<file path="src/rtl/riscv_crypto_sha512_msg_sched.sv">
`default_nettype none
`timescale 1ns/1ps
// ============================================================================
// Module   : riscv_crypto_sha512_msg_sched
// Brief    : SHA-512 message-schedule expander. Accepts 16 x 64-bit words
//            and streams W[0..79] over a valid/ready handshake. It uses a
//            16-entry circular buffer and computes sig0/sig1 internally.
// Options  : RISCV_CRYPTO_SCHED_SHA256_EN adds op_sha256 and the SHA-256
//            schedule (32-bit words, W[0..63]).
// Revision : 1.0 - initial release
// ============================================================================
module riscv_crypto_sha512_msg_sched #(
    parameter int XLEN = 64
) (
    input  logic            g_clk,
    input  logic            g_reset,
    input  logic            clear,
    input  logic            in_valid,
    output logic            in_ready,
    input  logic [XLEN-1:0] in_word,
`ifdef RISCV_CRYPTO_SCHED_SHA256_EN
    input  logic            op_sha256,
`endif
    output logic            out_valid,
    input  logic            out_ready,
    output logic [XLEN-1:0] out_word,
    output logic [6:0]      out_idx,
    output logic            done
);

    generate
        if (XLEN != 64) begin : g_xlen_check
            $error("riscv_crypto_sha512_msg_sched: only XLEN=64 is supported");
        end
    endgenerate

    localparam logic [1:0] c_ST_LOAD = 2'd0;
    localparam logic [1:0] c_ST_RUN  = 2'd1;
    localparam logic [1:0] c_ST_DONE = 2'd2;

    function automatic logic [63:0] f_sig0_512(input logic [63:0] x);
        return {x[0], x[63:1]} ^ {x[7:0], x[63:8]} ^ (x >> 7);
    endfunction

    function automatic logic [63:0] f_sig1_512(input logic [63:0] x);
        return {x[18:0], x[63:19]} ^ {x[60:0], x[63:61]} ^ (x >> 6);
    endfunction

`ifdef RISCV_CRYPTO_SCHED_SHA256_EN
    function automatic logic [31:0] f_sig0_256(input logic [31:0] x);
        return {x[6:0], x[31:7]} ^ {x[17:0], x[31:18]} ^ (x >> 3);
    endfunction

    function automatic logic [31:0] f_sig1_256(input logic [31:0] x);
        return {x[16:0], x[31:17]} ^ {x[18:0], x[31:19]} ^ (x >> 10);
    endfunction
`endif

    logic [1:0]      r_state;
    logic [1:0]      w_state_nxt;
    logic [3:0]      r_cnt;
    logic [63:0]     r_buf [16];
    logic [63:0]     r_out_word;
    logic [6:0]      r_out_idx;

    logic            w_in_fire;
    logic            w_out_fire;
    logic [6:0]      w_last_idx;
    logic [63:0]     w_in_data;
    logic [6:0]      w_nidx;
    logic [3:0]      w_i2;
    logic [3:0]      w_i7;
    logic [3:0]      w_i15;
    logic [3:0]      w_i16;
    logic [63:0]     w_calc;
    logic [63:0]     w_next_word;
    logic            w_advance;
    logic            w_buf_we;
    logic [3:0]      w_buf_addr;
    logic [63:0]     w_buf_data;

    assign in_ready   = (r_state == c_ST_LOAD);
    assign out_valid  = (r_state == c_ST_RUN);
    assign done       = (r_state == c_ST_DONE);
    assign out_word   = r_out_word;
    assign out_idx    = r_out_idx;

    assign w_in_fire  = in_valid & in_ready;
    assign w_out_fire = out_valid & out_ready;

    // Ring-buffer taps for W[t+1]: t-1, t-6, t-14 and t-15 (== t+1 mod 16).
    assign w_nidx = r_out_idx + 7'd1;
    assign w_i2   = r_out_idx[3:0] - 4'd1;
    assign w_i7   = r_out_idx[3:0] - 4'd6;
    assign w_i15  = r_out_idx[3:0] + 4'd2;
    assign w_i16  = w_nidx[3:0];

`ifdef RISCV_CRYPTO_SCHED_SHA256_EN
    logic r_sha256;
    logic w_mode_in;

    // Mode is latched on the first word of a block and held until the next one.
    always_ff @(posedge g_clk) begin
        if (g_reset) begin
            r_sha256 <= 1'b0;
        end else if (!clear && w_in_fire && (r_cnt == 4'd0)) begin
            r_sha256 <= op_sha256;
        end
    end

    assign w_mode_in  = (r_cnt == 4'd0) ? op_sha256 : r_sha256;
    assign w_in_data  = w_mode_in ? {32'h0, in_word[31:0]} : in_word;
    assign w_last_idx = r_sha256 ? 7'd63 : 7'd79;

    // Expansion sum in whichever width the current block uses.
    always_comb begin
        w_calc = f_sig1_512(r_buf[w_i2]) + r_buf[w_i7]
               + f_sig0_512(r_buf[w_i15]) + r_buf[w_i16];
        if (r_sha256) begin
            w_calc = {32'h0, f_sig1_256(r_buf[w_i2][31:0]) + r_buf[w_i7][31:0]
                           + f_sig0_256(r_buf[w_i15][31:0]) + r_buf[w_i16][31:0]};
        end
    end
`else
    assign w_in_data  = in_word;
    assign w_last_idx = 7'd79;

    // Expansion sum, carries beyond bit 63 discarded.
    always_comb begin
        w_calc = f_sig1_512(r_buf[w_i2]) + r_buf[w_i7]
               + f_sig0_512(r_buf[w_i15]) + r_buf[w_i16];
    end
`endif

    // First 16 words come straight from the buffer; later ones are computed.
    assign w_next_word = (w_nidx < 7'd16) ? r_buf[w_i16] : w_calc;
    assign w_advance   = (r_state == c_ST_RUN) && w_out_fire && (r_out_idx != w_last_idx);

    // Buffer write port: loaded words, then each newly expanded word.
    always_comb begin
        w_buf_we   = 1'b0;
        w_buf_addr = r_cnt;
        w_buf_data = w_in_data;
        if (!g_reset && !clear) begin
            if ((r_state == c_ST_LOAD) && w_in_fire) begin
                w_buf_we = 1'b1;
            end else if (w_advance && (w_nidx >= 7'd16)) begin
                w_buf_we   = 1'b1;
                w_buf_addr = w_i16;
                w_buf_data = w_calc;
            end
        end
    end

    // Buffer storage has no reset; a new block overwrites every entry.
    always_ff @(posedge g_clk) begin
        if (w_buf_we) begin
            r_buf[w_buf_addr] <= w_buf_data;
        end
    end

    // State register.
    always_ff @(posedge g_clk) begin
        if (g_reset) begin
            r_state <= c_ST_LOAD;
        end else begin
            r_state <= w_state_nxt;
        end
    end

    // Next-state logic; clear wins over any coincident handshake.
    always_comb begin
        w_state_nxt = r_state;
        case (r_state)
            c_ST_LOAD: if (w_in_fire && (r_cnt == 4'd15)) w_state_nxt = c_ST_RUN;
            c_ST_RUN:  if (w_out_fire && (r_out_idx == w_last_idx)) w_state_nxt = c_ST_DONE;
            c_ST_DONE: w_state_nxt = c_ST_LOAD;
            default:   w_state_nxt = c_ST_LOAD;
        endcase
        if (clear) begin
            w_state_nxt = c_ST_LOAD;
        end
    end

    // Load counter and registered output word/index.
    always_ff @(posedge g_clk) begin
        if (g_reset || clear) begin
            r_cnt      <= 4'd0;
            r_out_word <= 64'h0;
            r_out_idx  <= 7'd0;
        end else begin
            if ((r_state == c_ST_LOAD) && w_in_fire) begin
                // Counter wraps to 0 on the 16th word, ready for the next block.
                r_cnt <= r_cnt + 4'd1;
                if (r_cnt == 4'd15) begin
                    r_out_word <= r_buf[0];
                    r_out_idx  <= 7'd0;
                end
            end
            if (w_advance) begin
                r_out_word <= w_next_word;
                r_out_idx  <= w_nidx;
            end
        end
    end

endmodule
`default_nettype wire

</file>
<file path="config.mk">
export PLATFORM = sky130hd
export DESIGN_NAME = riscv_crypto_sha512_msg_sched
export DESIGN_NICKNAME = d
export VERILOG_FILES = /design/src/rtl/riscv_crypto_sha512_msg_sched.sv
export SDC_FILE = /design/constraint.sdc
export NUM_CORES = 2
export LEC_CHECK = 0
export ABC_CLOCK_PERIOD_IN_PS = 17700
export CAP_MARGIN = 20
export CELL_PAD_IN_SITES_DETAIL_PLACEMENT = 1
export CELL_PAD_IN_SITES_GLOBAL_PLACEMENT = 2
export CORE_ASPECT_RATIO = 0.9
export CORE_MARGIN = 1
export CORE_UTILIZATION = 51
export DETAILED_ROUTE_END_ITERATION = 16
export PLACE_DENSITY = 0.92
export SYNTH_ARGS = -nofsm -noshare
export SYNTH_HDL_FRONTEND = slang
export SYNTH_SLANG_ARGS = --single-unit
</file>
<file path="constraint.sdc">
create_clock -name g_clk -period 17.7 [get_ports g_clk]
set_clock_uncertainty 0.15 [all_clocks]
set_input_delay 1.77 -clock g_clk [delete_from_list [all_inputs] [get_ports g_clk]]
set_output_delay 1.77 -clock g_clk [all_outputs]
set_load 0.01 [all_outputs]
</file>
==> flow_summary.toml <==
[status]
status = "finished clean"

[synthesis]
synth_cell_type_count = 75
ys_seq_area_share_pct = 46.9
synth_edf_count = 1024
synthArstFlopShare_pct = 0
syn_area_per_cell_sq_um = 15.0
syn_inst = 4579
ys_warn_count = 0
synth_ff_type = "edfxtp_1"
ys_ff_latch = 1101
syn_nets = 4843
netlist_area_sq_um = 68900

[sta]
final.period_utilization_pct = 61.2
slew_headroom_pct = 21.0
rsz0062_at_grt = "false"
fmax_mhz = 92.4
setup_slack_ps = 6870
report.final.slew_viol_count = 0
finalSetupTns_ps = 0
hold_viol_final = 0
worst_pin_slew_ps = 1170
period_needed_ps = 10830
setup_violations = 0

[clock_tree]
cts.sinks = 1101
cts_hold_buffers = 0
cts_buffers = 117
clock_tree.root_cell = "clkbuf_16"
h-tree-depth = 3
cts_tree = "done"
clk_pin_slew_worst_paths_ps = 60
clk_latency_ps = 790
post_cts_resized = 0
cts_setup_buffers = 0
clockBufferDepth = 3

[floorplan]
die_h_um = 351
rows = 127
core_sq_um = 134000
ios = 143
start_util_pct = 51.5
dieArea_sq_um = 137000
die_w_um = 389

[final_layout]
areaGrowthSynthToFinish_pct = 10.7
final_core_util_pct = 57.1
drive_above_1_share_pct = 27.2
layout_common_cells = "edfxtp_1, mux4_2, nand2_1"
fillers = 12300
final_common_cell = "edfxtp_1"
final_net_count = 4878

[grt]
antenna_found_initial = 5
grt_pass1_vias = 48600
grt_overflow = 0
grt_pass1_wl_mm = 354
grt_max_degree = 144
track_usage_pct = 36.6

[power_and_ir_drop]
peakVddDrop_uv = 88.2
p_leak_nw = 24.5
pwr_density_cell_nw_per_um2 = 72.7

[setup_path]
cp_max_fo = 109
r2r_end = "r_buf[10][60]"
cp.required_ps = 18000
timing.rr.start = "out_idx[0]"
path_buf_inv = 5
worst-r2r-setup-slack_ps = 6870
arrival_ps = 11120
path_cells = "buf_12, buf_4, buf_4, mux4_2, mux2_2, o21ai_0, xor2_1, xnor2_1, fa_1, inv_1, fa_1, inv_1, ha_1, nand2_1, or3_1, a21oi_1, a2111oi_0, o41a_1, o31ai_2, a211o_1, a41oi_1, xor2_1, o21ai_1"
r2r_cells = 23
critPathSlowestCell = "dfxtp_4"
startpoint_type = "register"
slowest_delay_ps = 830
crit_family = "compound AO/OA/AOI/OAI gates"
worstSetupPathType = "register to register"
end_kind = "register"

[drt]
drc = 0
drtPass1Iterations = 8
wl_per_cell_um = 38.3
drtIter0Drc = 7041
final_antenna_net_count = 0
wl_mm = 250
via_per_inst = 7.42
vias = 48400

[place]
hpwl_mm = 162
port_buffers = 142
gp_congestion = 0.954
pre_cts_slack_ps = 7090

[hold_path]
hold_path_depth = 1
worstHoldStart = "out_idx[6]"
worstHoldEndpoint = "out_idx[6]"
hold_class = "register to register"

[flow_run]
maxCapViolCount = 0
[cells in the mapped netlist, types with 69 or more instances]
cell type | number | area [sq um]
inv_1 | 270 | 1010
fa_1 | 126 | 2520
ha_1 | 69 | 863
xnor2_1 | 232 | 2030
a21oi_1 | 184 | 921
buf_2 | 109 | 546
mux2i_1 | 79 | 791
dfxtp_1 | 77 | 1540
xor2_1 | 85 | 744
o21ai_0 | 159 | 796
nand2_1 | 422 | 1580
edfxtp_1 | 1024 | 30700
mux2_2 | 74 | 833
nor2_1 | 167 | 627
mux4_2 | 864 | 19500
clkbuf_1 | 153 | 574
[registers in the layout, summed over array words and instances (netlist names)]
| register | flops |
|---|---|
| r_state | 2 |
| out_idx | 7 |
| r_cnt | 4 |
| out_word | 64 |
| r_buf | 1024 |
[worst register-to-register path: cells and delay by family (launching register included)]
family,cells,cell delay [ps]
xor+xnor,3,660
simple gates,2,290
fa+ha+maj,3,1410
buf+inv,5,2470
mux,2,930
flops,1,830
compound gates,8,3760
[metal layers]
layer | part of all wire (%) | GRT usage [%]
met5 | 0.015 | 0
met4 | 5.6 | 17.7
met3 | 13 | 10.7
met2 | 46 | 56.3
met1 | 35 | 48.0
[worst max path at each step]
stage                from  depth (start not counted)  slack (ps)            end
2_1_floorplan  out_idx[1]                         30        8870   r_buf[0][60]
3_3_place_gp   out_idx[0]                         23        7360  r_buf[12][60]
3_5_place_dp   out_idx[0]                         23        7090  r_buf[10][60]
4_1_cts        out_idx[0]                         23        7060   r_buf[6][60]
5_1_grt        out_idx[0]                         23        6260   r_buf[1][60]
6_report       out_idx[0]                         23        6870  r_buf[10][60]
[area by class of cell]
class	count	area, sq um	share of cell area [%]
Clock buffer	148	3200	4.19
Tap cell	1806	2260	2.96
Antenna cell	2	5.00	0.00656
Multi-Input combinational cell	2872	34400	45.1
Sequential cell	1101	32300	42.3
Clock inverter	74	751	0.984
Timing Repair Buffer	252	2370	3.10
Inverter	270	1010	1.33
[per-stage QoR]
stage,total power [mW],area [sq um],cells,hold slack [ps]
after CTS,5.55,76300,6522,400
after global routing,5.64,76300,6523,438
after global placement,3.03,72300,6295,364
after floorplan,2.97,68900,4579,357
final,5.55,76300,6525,397
after detailed placement,3.03,72300,6300,391
[where the power goes]
part	leakage, nW	internal [mW]	switching (mW)	total [mW]
clock network	1.92	1.47	1.10	2.56
logic	12.8	0.0386	0.0916	0.130
registers	9.83	2.85	0.00705	2.85
[cell families after synthesis]
logic type | share of synthesized area, %
and+or+nand+nor | 4.43
buffers and inverters | 3.65
DFF | 46.9
AOI/OAI and AO/OA | 5.45
muxes | 30.6
adders and majority gates | 4.92
xor gates and xnor gates | 4.05
Power figures use the tool's default switching activity.
